[src/rtl/r32i_pkg.sv]
// ============================================================================
// Module : r32i_pkg
// Shared RV32I register-file types, state encoding and the issue hazard check.
// Rev    : 1.0  initial release
// ============================================================================
`default_nettype none

package r32i_pkg;

  localparam int NumRegs  = 32;
  localparam int RegAddrW = 5;

  typedef logic [RegAddrW-1:0] reg_addr_t;

  typedef enum logic [1:0] {
    SB_RUN     = 2'd0,
    SB_DRAIN   = 2'd1,
    SB_DRAINED = 2'd2
  } sb_state_t;

  // Kept here so decode can reuse the exact same stall rule.
  function automatic logic sb_hazard(
    input logic [NumRegs-1:0] busy,
    input logic               uses_rs1,
    input reg_addr_t          rs1,
    input logic               uses_rs2,
    input reg_addr_t          rs2,
    input logic               writes_rd,
    input reg_addr_t          rd,
    input logic               at_limit
  );
    logic src_haz;
    logic dst_haz;
    src_haz = (uses_rs1 && (rs1 != '0) && busy[rs1]) ||
              (uses_rs2 && (rs2 != '0) && busy[rs2]);
    dst_haz = writes_rd && (rd != '0) && (busy[rd] || at_limit);
    return src_haz || dst_haz;
  endfunction

endpackage

`default_nettype wire

[src/rtl/reg_scoreboard_if.sv]
// ============================================================================
// Module : reg_scoreboard_if
// Issue, writeback, flush and drain signals between decode and the scoreboard.
// Rev    : 1.0  initial release
// ============================================================================
`default_nettype none

interface reg_scoreboard_if #(
  parameter int MaxOutstanding = 4
);
  import r32i_pkg::*;

  localparam int CntW = $clog2(MaxOutstanding + 1);

  logic                 issue_valid;
  logic                 issue_ready;
  reg_addr_t            issue_rs1;
  reg_addr_t            issue_rs2;
  logic                 issue_uses_rs1;
  logic                 issue_uses_rs2;
  reg_addr_t            issue_rd;
  logic                 issue_writes_rd;
  logic                 wb_valid;
  reg_addr_t            wb_rd;
  logic                 flush;
  logic                 drain_req;
  logic                 drain_done;
  logic [NumRegs-1:0]   busy_mask;
  logic [CntW-1:0]      outstanding;
  logic                 sb_error;

  modport master (
    output issue_valid, issue_rs1, issue_rs2, issue_uses_rs1, issue_uses_rs2,
           issue_rd, issue_writes_rd, wb_valid, wb_rd, flush, drain_req,
    input  issue_ready, drain_done, busy_mask, outstanding, sb_error
  );

  modport slave (
    input  issue_valid, issue_rs1, issue_rs2, issue_uses_rs1, issue_uses_rs2,
           issue_rd, issue_writes_rd, wb_valid, wb_rd, flush, drain_req,
    output issue_ready, drain_done, busy_mask, outstanding, sb_error
  );

endinterface

`default_nettype wire

[src/rtl/reg_scoreboard.sv]
// ============================================================================
// Module : reg_scoreboard
// Issue-side busy-register scoreboard with outstanding-write limit and drain FSM.
// Rev    : 1.0  initial release
// ============================================================================
`default_nettype none

module reg_scoreboard
  import r32i_pkg::*;
#(
  parameter int dataW          = 32,
  parameter int MaxOutstanding = 4
) (
  input  wire             clock,
  input  wire             reset,
  reg_scoreboard_if.slave sb
);

  localparam int CntW = $clog2(MaxOutstanding + 1);

  if (($clog2(dataW) != RegAddrW) || (MaxOutstanding < 1) || (MaxOutstanding > 15))
  begin : g_bad_cfg
    $error("reg_scoreboard: unsupported dataW/MaxOutstanding");
  end

  sb_state_t          state_q, state_d;
  logic [NumRegs-1:0] busy_q, busy_d;
  logic [CntW-1:0]    outstanding_q, outstanding_d;
  logic               error_q, error_d;
  logic               drain_done_q, drain_done_d;

  logic w_at_limit;
  logic w_hazard;
  logic w_ready;
  logic w_inc;
  logic w_wb;
  logic w_wb_hit;

  assign w_at_limit = (outstanding_q == CntW'(MaxOutstanding));
  assign w_hazard   = sb_hazard(busy_q, sb.issue_uses_rs1, sb.issue_rs1,
                                sb.issue_uses_rs2, sb.issue_rs2,
                                sb.issue_writes_rd, sb.issue_rd, w_at_limit);
  assign w_inc      = sb.issue_valid && w_ready && sb.issue_writes_rd && (sb.issue_rd != '0);
  assign w_wb       = sb.wb_valid && (sb.wb_rd != '0);
  assign w_wb_hit   = w_wb && busy_q[sb.wb_rd];

  always_ff @(posedge clock or posedge reset) begin
    if (reset) begin
      state_q       <= SB_RUN;
      busy_q        <= '0;
      outstanding_q <= '0;
      error_q       <= 1'b0;
      drain_done_q  <= 1'b0;
    end else begin
      state_q       <= state_d;
      busy_q        <= busy_d;
      outstanding_q <= outstanding_d;
      error_q       <= error_d;
      drain_done_q  <= drain_done_d;
    end
  end

  always_comb begin
    state_d = state_q;
    unique case (state_q)
      SB_RUN:     if (sb.drain_req) state_d = SB_DRAIN;
      SB_DRAIN: begin
        if (!sb.drain_req)              state_d = SB_RUN;
        else if (outstanding_q == '0)   state_d = SB_DRAINED;
      end
      SB_DRAINED: if (!sb.drain_req) state_d = SB_RUN;
      default:    state_d = SB_RUN;
    endcase
  end

  // Flush wins over issue and writeback; the error flag survives it.
  always_comb begin
    busy_d        = busy_q;
    outstanding_d = outstanding_q;
    error_d       = error_q;
    if (sb.flush) begin
      busy_d        = '0;
      outstanding_d = '0;
    end else begin
      if (w_inc)    busy_d[sb.issue_rd] = 1'b1;
      if (w_wb_hit) busy_d[sb.wb_rd]    = 1'b0;
      if (w_inc && !w_wb_hit)      outstanding_d = outstanding_q + CntW'(1);
      else if (!w_inc && w_wb_hit) outstanding_d = outstanding_q - CntW'(1);
      if (w_wb && !w_wb_hit) error_d = 1'b1;
    end
    busy_d[0] = 1'b0;
  end

  always_comb begin
    w_ready      = !reset && (state_q == SB_RUN) && !sb.flush && !w_hazard;
    drain_done_d = (state_d == SB_DRAINED);
  end

  assign sb.issue_ready = w_ready;
  assign sb.busy_mask   = busy_q;
  assign sb.outstanding = outstanding_q;
  assign sb.sb_error    = error_q;
  assign sb.drain_done  = drain_done_q;

endmodule

`default_nettype wire

[src/flat_wrapper.sv]
// flat-port wrapper written by rule: the top's interface ports become plain ports
module reg_scoreboard_flat import r32i_pkg::*;
#(
  parameter int dataW          = 32,
  parameter int MaxOutstanding = 4
)
  (clock, reset, sb_issue_valid, sb_issue_rs1, sb_issue_rs2, sb_issue_uses_rs1, sb_issue_uses_rs2, sb_issue_rd, sb_issue_writes_rd, sb_wb_valid, sb_wb_rd, sb_flush, sb_drain_req, sb_issue_ready, sb_drain_done, sb_busy_mask, sb_outstanding, sb_sb_error);
  reg_scoreboard_if #(.MaxOutstanding(MaxOutstanding)) sb_i ();
  input  wire clock;
  input  wire reset;
  input wire logic [$bits(sb_i.issue_valid)-1:0] sb_issue_valid;
  input wire logic [$bits(sb_i.issue_rs1)-1:0] sb_issue_rs1;
  input wire logic [$bits(sb_i.issue_rs2)-1:0] sb_issue_rs2;
  input wire logic [$bits(sb_i.issue_uses_rs1)-1:0] sb_issue_uses_rs1;
  input wire logic [$bits(sb_i.issue_uses_rs2)-1:0] sb_issue_uses_rs2;
  input wire logic [$bits(sb_i.issue_rd)-1:0] sb_issue_rd;
  input wire logic [$bits(sb_i.issue_writes_rd)-1:0] sb_issue_writes_rd;
  input wire logic [$bits(sb_i.wb_valid)-1:0] sb_wb_valid;
  input wire logic [$bits(sb_i.wb_rd)-1:0] sb_wb_rd;
  input wire logic [$bits(sb_i.flush)-1:0] sb_flush;
  input wire logic [$bits(sb_i.drain_req)-1:0] sb_drain_req;
  output wire logic [$bits(sb_i.issue_ready)-1:0] sb_issue_ready;
  output wire logic [$bits(sb_i.drain_done)-1:0] sb_drain_done;
  output wire logic [$bits(sb_i.busy_mask)-1:0] sb_busy_mask;
  output wire logic [$bits(sb_i.outstanding)-1:0] sb_outstanding;
  output wire logic [$bits(sb_i.sb_error)-1:0] sb_sb_error;
  assign sb_i.issue_valid = sb_issue_valid;
  assign sb_i.issue_rs1 = sb_issue_rs1;
  assign sb_i.issue_rs2 = sb_issue_rs2;
  assign sb_i.issue_uses_rs1 = sb_issue_uses_rs1;
  assign sb_i.issue_uses_rs2 = sb_issue_uses_rs2;
  assign sb_i.issue_rd = sb_issue_rd;
  assign sb_i.issue_writes_rd = sb_issue_writes_rd;
  assign sb_i.wb_valid = sb_wb_valid;
  assign sb_i.wb_rd = sb_wb_rd;
  assign sb_i.flush = sb_flush;
  assign sb_i.drain_req = sb_drain_req;
  assign sb_issue_ready = sb_i.issue_ready;
  assign sb_drain_done = sb_i.drain_done;
  assign sb_busy_mask = sb_i.busy_mask;
  assign sb_outstanding = sb_i.outstanding;
  assign sb_sb_error = sb_i.sb_error;
  reg_scoreboard #(.dataW(dataW), .MaxOutstanding(MaxOutstanding)) u_core (.clock(clock), .reset(reset), .sb(sb_i));
endmodule
[config.mk]
export PLATFORM = sky130hd
export DESIGN_NAME = reg_scoreboard_flat
export DESIGN_NICKNAME = d
export VERILOG_FILES = /design/src/rtl/r32i_pkg.sv /design/src/rtl/reg_scoreboard_if.sv /design/src/rtl/reg_scoreboard.sv /design/src/flat_wrapper.sv
export SDC_FILE = /design/constraint.sdc
export NUM_CORES = 1
export LEC_CHECK = 0
export CELL_PAD_IN_SITES_DETAIL_PLACEMENT = 2
export CELL_PAD_IN_SITES_GLOBAL_PLACEMENT = 2
export CORE_MARGIN = 5
export CORE_UTILIZATION = 30
export CTS_BUF_LIST = sky130_fd_sc_hd__clkbuf_8
export CTS_CLUSTER_SIZE = 14
export DETAILED_ROUTE_END_ITERATION = 10
export GPL_ROUTABILITY_DRIVEN = 0
export GPL_TIMING_DRIVEN = 0
export PLACE_DENSITY_LB_ADDON = 0.1
export SLEW_MARGIN = 15
export SYNTH_ARGS = -nofsm -noshare
export SYNTH_HDL_FRONTEND = slang
export SYNTH_SLANG_ARGS = --single-unit
[constraint.sdc]
create_clock -name clock -period 8.8 [get_ports clock]
set_input_delay 2.64 -clock clock [delete_from_list [all_inputs] [get_ports clock]]
set_output_delay 2.64 -clock clock [all_outputs]
set_load 0.01 [all_outputs]
==> flow_summary.ini, run 1 <==
[cts]
cts_root_buf = clkbuf_8
numCtsBuffers = 5
path_clk_slew_ns = 0.08
tritoncts = done
clk_latency_ns = 0.30
cts_sinks = 38
clockBufferDepth = 2
h-tree-depth = 2
postCtsHoldBufs = 0

[sta]
period_share = 0.981
setup_viol = 0
fin_ws_ns = 0.169
clock.fmax_ghz = 0.116
rsz0062_at_grt = false
tightest_slew_ns = 0.846
fin_skew_ns = 0.00373
fin_crit_ns = 8.63
relSlewSlack = 0.435
hold_viol = 0
finalMaxSlewViolations = 0

[route]
drc = 0
wl_per_cell_um = 27.3
first_pass_iters = 4
ant_nets = 0
vias = 3601
first_iter_violations = 241
wirelength_mm = 15.9
via_per_inst = 6.18

[status]
status = complete, no violations

[worst_setup_path]
cp_top_family = buffers and inverters
path_class = input pin to primary output
worstRegToRegCells = 12
critical_path.startpoint_type = input pin
cp_common_cell = clkdlybuf4s50_1
crit_fanout = 10
r2r-start = u_core.sb.busy_mask[31]
cp-end-kind = primary output
r2r_setup_slack_ns = 4.65
critPathMaxStageDelay_ns = 0.59
critPathArrivalTime_ns = 5.99
r2r-end = u_core.sb.outstanding[1]
cp_slowest_cell = clkdlybuf4s50_1
required_ns = 6.16
cp_num_buf_inv = 4
path_cells = clkdlybuf4s50_1 > buf_2 > mux4_2 > mux2_2 > nand3_1 > a31oi_1 > nor4_4 > clkbuf_4 > a21boi_0 > clkdlybuf4s50_1

[grt]
use_met2 = 0.399
grt.overflow.total = 0
grt_max_degree = 21
grt_usage = 0.227
grt_pass1_wl_mm = 24.8
top_usage_layer = met2
grt_use_met1 = 0.296
grt_pass1_vias = 3993
met3_usage = 0.0303
antenna_found_initial = 0

[finish]
regArea_um2 = 951
layout-drive-gt1-share = 0.127
area_growth_pct = 25.6
fin_util = 0.382
num-nets-final = 471
fin_area_mm2 = 0.00435
insertedDiodeCount = 0
layout_common_cells = clkdlybuf4s50_1, dfrtp_1, clkbuf_1
nFillCells = 1268
final_common_cell = clkdlybuf4s50_1
multi_input_area_mm2 = 0.00227

[die]
die_area_mm2 = 0.0138
coreArea_mm2 = 0.0114
rows = 39
initial_core_util = 0.304
die-width_um = 117
io_pins = 67
chipHeight_um = 117

[placement]
placed_area_mm2 = 0.00425
dp_hpwl_mm = 12.0
dp_slack_ns = -0.462
port_buffers = 58

[pwr]
p_leak_uw = 0.00161
total_power_uw = 419
powerDensity_mw_per_mm2 = 96.5
ir_drop_mv = 0.0485

[hold_path]
hold_path.class = flop to flop
hold_start = u_core.sb.sb_error
hold_end = u_core.sb.sb_error
hold_path_depth = 1

[synth]
yosys_warnings = 0
syn_area_mm2 = 0.00346
synth_nets = 404
yosys-top-cells-area = dfrtp_1, mux4_2, mux2i_1, a41oi_1, mux2_2
avgSynthCellArea_um2 = 9.25
syn_inst = 374
yosys.area.top_type = dfrtp_1
synth_cell_types = 58
ys.flop_type = dfrtp_1
synth_seq_cells = 38
async_reset_ff_frac = 1.00
synth_top_area_frac = 0.275
ys_seq_area_frac = 0.275
synth_edf_count = 0

[run]
max_cap_viol_count = 0
## registers in the layout, indices dropped and copies added, names as in the netlist
signal	flops
u_core.sb.busy_mask	31
u_core.sb.drain_done	1
u_core.sb.outstanding	3
u_core.sb.sb_error	1
u_core.state_q	2
## synth_stat cells, drive strengths merged (5+ instances only)
library cell / number
a21oi: 8
a221oi: 6
nand3: 6
o22ai: 5
o21ai: 5
dfrtp: 38
mux4: 18
mux2i: 20
clkbuf: 26
buf: 11
inv: 20
nand2b: 11
a41oi: 20
nor2: 22
nand4: 10
and2: 6
a311oi: 8
nor2b: 13
nor3: 14
mux2: 10
nand2: 15
and3: 11
a211oi: 13
## cell type report
| type | instances | area share |
|---|---|---|
| Tap cell | 143 | 0.0412 |
| Clock buffer | 6 | 0.0190 |
| Buffer | 37 | 0.0397 |
| Multi-Input combinational cell | 279 | 0.522 |
| Timing Repair Buffer | 60 | 0.142 |
| Inverter | 20 | 0.0173 |
| Sequential cell | 38 | 0.219 |
## where the power goes
part	internal [uW]	switching, uW	leakage (uW)
logic	41.6	70.5	0.00104
registers	178	3.09	0.000522
clock network	60.6	65.8	0.0000431
## stage by stage
stage | instances | hold WS (ns) | setup TNS (ns)
2_1_floorplan | 374 | 0.438 | 0
3_3_place_gp | 575 | 0.451 | -0.448
3_5_place_dp | 576 | 0.450 | -0.462
4_1_cts | 583 | 0.473 | 0
5_1_grt | 583 | 0.507 | 0
6_report | 583 | 0.462 | 0
## worst max path at each step
stage / start / to / slack, ns / cells after the start
3_3_place_gp: sb_issue_rs2[0] / sb_issue_ready / -0.45 / 10
4_1_cts: sb_issue_rs2[0] / sb_issue_ready / 0.13 / 10
2_1_floorplan: sb_issue_rs1[1] / sb_issue_ready / 1.09 / 8
6_report: sb_issue_rs2[0] / sb_issue_ready / 0.17 / 10
3_5_place_dp: sb_issue_rs2[0] / sb_issue_ready / -0.46 / 10
5_1_grt: sb_issue_rs2[0] / sb_issue_ready / 0.009 / 10
## metal layers
layer  wire length, um  vias up
met3               714       12
met5                 0        -
met1              6850     1899
li1                  -     1599
met4               184        0
met2              8170       91
## cells by family after synthesis
kind of cell	after synthesis	share of synthesized area
simple gates	131	0.217
compound gates	98	0.223
buf+inv	57	0.0705
mux	48	0.208
flops	38	0.275
fa+ha+maj	1	0.00579
other cells	1	0.00108
## what timing repair did
item,in CTS,in global routing
endpoints found under the setup margin,1,1
setup buffers,1,0
resized for setup,1,1
pin swaps,1,0
Note: power is estimated with default switching activity, not from simulation.
==> run 2: changes to the inputs <==
Clock period 8.8 ns to 9.4 ns, I/O delays scaled along.
==> flow_summary.ini, run 2 (same netlist as run 1, synthesis figures left out) <==
[status]
status = complete, no violations

[worst_setup_path]
required_ns = 6.58
path_class = input pin to primary output
r2r-end = u_core.sb.outstanding[1]
worstRegToRegCells = 12
critical_path.startpoint_type = input pin
critPathArrivalTime_ns = 6.29
cp-end-kind = primary output
crit_fanout = 10
r2r_setup_slack_ns = 5.25
r2r-start = u_core.sb.busy_mask[30]

[grt]
grt_max_degree = 21
antenna_found_initial = 0
grt_pass1_wl_mm = 24.8
grt_usage = 0.227
grt_pass1_vias = 3997
grt.overflow.total = 0

[pwr]
ir_drop_mv = 0.0457
p_leak_uw = 0.00162
powerDensity_mw_per_mm2 = 90.0
total_power_uw = 392

[route]
wl_per_cell_um = 27.2
via_per_inst = 6.17
drc = 0
ant_nets = 0
first_iter_violations = 276
wirelength_mm = 15.9
first_pass_iters = 4
vias = 3608

[finish]
nFillCells = 1268
layout-drive-gt1-share = 0.131
fin_area_mm2 = 0.00436
final_common_cell = clkdlybuf4s50_1
layout_common_cells = clkdlybuf4s50_1, dfrtp_1, clkbuf_1
largest_register_ff_count = 31
area_growth_pct = 26.0
insertedDiodeCount = 0
fin_util = 0.383
num-nets-final = 473

[die]
coreArea_mm2 = 0.0114
chipHeight_um = 117
rows = 39
io_pins = 67
die-width_um = 117
initial_core_util = 0.304
die_area_mm2 = 0.0138

[hold_path]
hold_path.class = flop to flop
hold_end = u_core.sb.sb_error
hold_start = u_core.sb.sb_error
hold_path_depth = 1

[cts]
clockBufferDepth = 2
path_clk_slew_ns = 0.07
clk_latency_ns = 0.30
tritoncts = done
cts_sinks = 38
h-tree-depth = 2
numCtsBuffers = 5
postCtsHoldBufs = 0
cts_root_buf = clkbuf_8

[sta]
hold_viol = 0
rsz0062_at_grt = false
fin_crit_ns = 9.11
tns_ns = 0
tightest_slew_ns = 0.879
relSlewSlack = 0.412
clock.fmax_ghz = 0.110
period_share = 0.969
finalMaxSlewViolations = 0
fin_skew_ns = 0.00601
fin_ws_ns = 0.289
setup_viol = 0

[placement]
port_buffers = 58
placed_area_mm2 = 0.00425
dp_slack_ns = -0.222
dp_hpwl_mm = 12.0

[run]
max_cap_viol_count = 0
-- run 2: worst max-delay path by stage --
stage,to,from,slack [ns],depth (start not counted)
floorplan,sb_issue_ready,sb_issue_rs1[1],1.33,8
global placement,sb_issue_ready,sb_issue_rs2[0],-0.21,10
detailed placement,sb_issue_ready,sb_issue_rs2[0],-0.22,10
CTS,sb_issue_ready,sb_issue_rs2[0],0.02,10
global route,sb_issue_ready,sb_issue_rs2[0],0.14,11
finish,sb_issue_ready,sb_issue_rs2[0],0.29,11
-- run 2: final cells by class --
cell class                 instances  area [um2]  share of cell area
clock buffer                       6        82.6              0.0189
timing repair buffer              62         631               0.145
inverter                          20        75.1              0.0172
buffer                            37         170              0.0390
sequential                        38         951               0.218
tap                              143         179              0.0411
multi-input combinational        279        2270               0.521
-- run 2: worst max-delay path, cell delays in order --
cell             delay, ns
clkdlybuf4s50_1       0.56
buf_2                 0.30
mux4_2                0.53
mux2_2                0.27
nand3_1               0.08
a31oi_1               0.12
nor4_4                0.26
buf_4                 0.18
buf_2                 0.29
a21boi_0              0.29
clkdlybuf4s50_1       0.59
-- run 2: power by group --
part / total [uW] / leakage, uW / internal (uW) / switching, uW
clock: 117 / 0.0000431 / 56.7 / 59.9
combinational: 106 / 0.00105 / 39.6 / 66.6
sequential: 169 / 0.000522 / 166 / 2.90
-- run 2: what timing repair did --
| item | 4_1_cts | 5_1_grt |
|---|---|---|
| setup endpoints to repair | 1 | 1 |
| pin swaps | 0 | 1 |
| setup buffers | 0 | 3 |
| gates resized for setup | 1 | 0 |
-- run 2: stage by stage --
stage / hold WS [ns] / instances
CTS: 0.473 / 582
global route: 0.507 / 585
floorplan: 0.438 / 374
finish: 0.461 / 585
detailed placement: 0.450 / 576
global placement: 0.451 / 575
-- run 2: metal layers --
metal  vias up  wire, um  track usage
li1       1603         -            -
met4         0       189       0.0508
met5         -         0            0
met2        86      8130        0.400
met1      1907      7020        0.295
met3        12       552       0.0303
==> run 3: changes to the inputs <==
Settings changed: CORE_MARGIN 5 to 8.
==> flow_summary.ini, run 3 (same netlist as run 1, synthesis figures left out) <==
[status]
status = complete, no violations

[sta]
fin_skew_ns = 0.00769
finalMaxSlewViolations = 0
rsz0062_at_grt = false
fin_crit_ns = 9.14
tightest_slew_ns = 0.822
period_share = 0.972
hold_viol = 0
clock.fmax_ghz = 0.109
relSlewSlack = 0.451
setup_viol = 0
fin_ws_ns = 0.263

[finish]
largest_register_ff_count = 31
fin_area_mm2 = 0.00434
num-nets-final = 472
layout_common_cells = clkdlybuf4s50_1, dfrtp_1, clkbuf_1
insertedDiodeCount = 0
layout-drive-gt1-share = 0.129
area_growth_pct = 25.5
fin_util = 0.384
final_common_cell = clkdlybuf4s50_1

[route]
first_pass_iters = 5
ant_nets = 0
wl_per_cell_um = 27.2
vias = 3625
via_per_inst = 6.21
wirelength_mm = 15.9
drc = 0
first_iter_violations = 240

[cts]
clk_latency_ns = 0.30
postCtsHoldBufs = 0
cts_sinks = 38
clockBufferDepth = 2
path_clk_slew_ns = 0.07
h-tree-depth = 2
numCtsBuffers = 5
cts_root_buf = clkbuf_8
tritoncts = done

[die]
die_area_mm2 = 0.0152
initial_core_util = 0.306
rows = 39
io_pins = 67
chipHeight_um = 123
die-width_um = 123
coreArea_mm2 = 0.0113

[placement]
placed_area_mm2 = 0.00424
dp_slack_ns = -0.230
dp_hpwl_mm = 12.1
port_buffers = 58

[grt]
grt_max_degree = 25
antenna_found_initial = 1
grt.overflow.total = 0
grt_pass1_wl_mm = 24.5
grt_usage = 0.214
grt_pass1_vias = 4046

[run]
max_cap_viol_count = 0

[worst_setup_path]
path_cells = clkdlybuf4s50_1 > buf_2 > mux4_2 > mux2_2 > nand3_1 > a31oi_1 > nor4_4 > buf_2 > a21boi_0 > clkdlybuf4s50_1
critPathMaxStageDelay_ns = 0.59
cp_num_buf_inv = 4
required_ns = 6.58
cp_top_family = buffers and inverters
cp_slowest_cell = clkdlybuf4s50_1
path_class = input pin to primary output
crit_fanout = 10
cp-end-kind = primary output
critPathArrivalTime_ns = 6.32
critical_path.startpoint_type = input pin

[hold_path]
hold_path.class = flop to flop

[pwr]
ir_drop_mv = 0.0583
powerDensity_mw_per_mm2 = 90.3
p_leak_uw = 0.00161
run 3: per-layer routing:
layer	GRT usage	share of wire
met1	0.264	0.42
met4	0.0873	0.028
met5	0	0.00082
met2	0.363	0.49
met3	0.0361	0.060
run 3: path summary, 6_finish.rpt:
| kind | startpoint | to | slack, ns | cells past startpoint |
|---|---|---|---|---|
| setup / recovery | sb_issue_rs2[0] | sb_issue_ready | 0.26 | 10 |
| hold / removal | u_core.sb.sb_error | u_core.sb.sb_error | 0.47 | 1 |
| setup reg to reg | u_core.sb.busy_mask[31] | u_core.sb.outstanding[1] | 5.18 | 12 |
| hold reg to reg | u_core.sb.sb_error | u_core.sb.sb_error | 0.47 | 1 |
| max in group asynchronous | reset | u_core.sb.busy_mask[31] | 6.11 | 3 |
| min in group asynchronous | reset | u_core.sb.busy_mask[14] | 2.82 | 2 |
run 3: area by class of cell:
class / count / area (um2)
fillers: 1267 / 6980
multi-input cells: 279 / 2270
flip-flops and latches: 38 / 951
repair buffers: 61 / 616
well taps: 143 / 179
plain buffers: 37 / 170
clock buffers: 6 / 82.6
inverters: 20 / 75.1
run 3: power breakdown:
group	internal [uW]	total, uW	switching, uW	leakage (uW)
clock	56.7	118	61.0	0.0000431
combinational	39.0	105	66.4	0.00104
sequential	166	169	2.87	0.000522
total	262	392	130	0.00161
run 3: timing repair:
action                                  CTS  global route
pin swaps                                 0             1
endpoints found under the setup margin    1             1
buffers inserted                          0             2
gates resized for setup                   1             0
hold endpoints to repair                  0             0
run 3: per-stage QoR:
stage          instances  total power, uW  hold slack (ns)  TNS, ns
2_1_floorplan        374              231            0.438        0
3_3_place_gp         575              272            0.448   -0.199
3_5_place_dp         576              276            0.451   -0.230
4_1_cts              582              396            0.471        0
5_1_grt              584              411            0.498        0
6_report             584              392            0.465        0
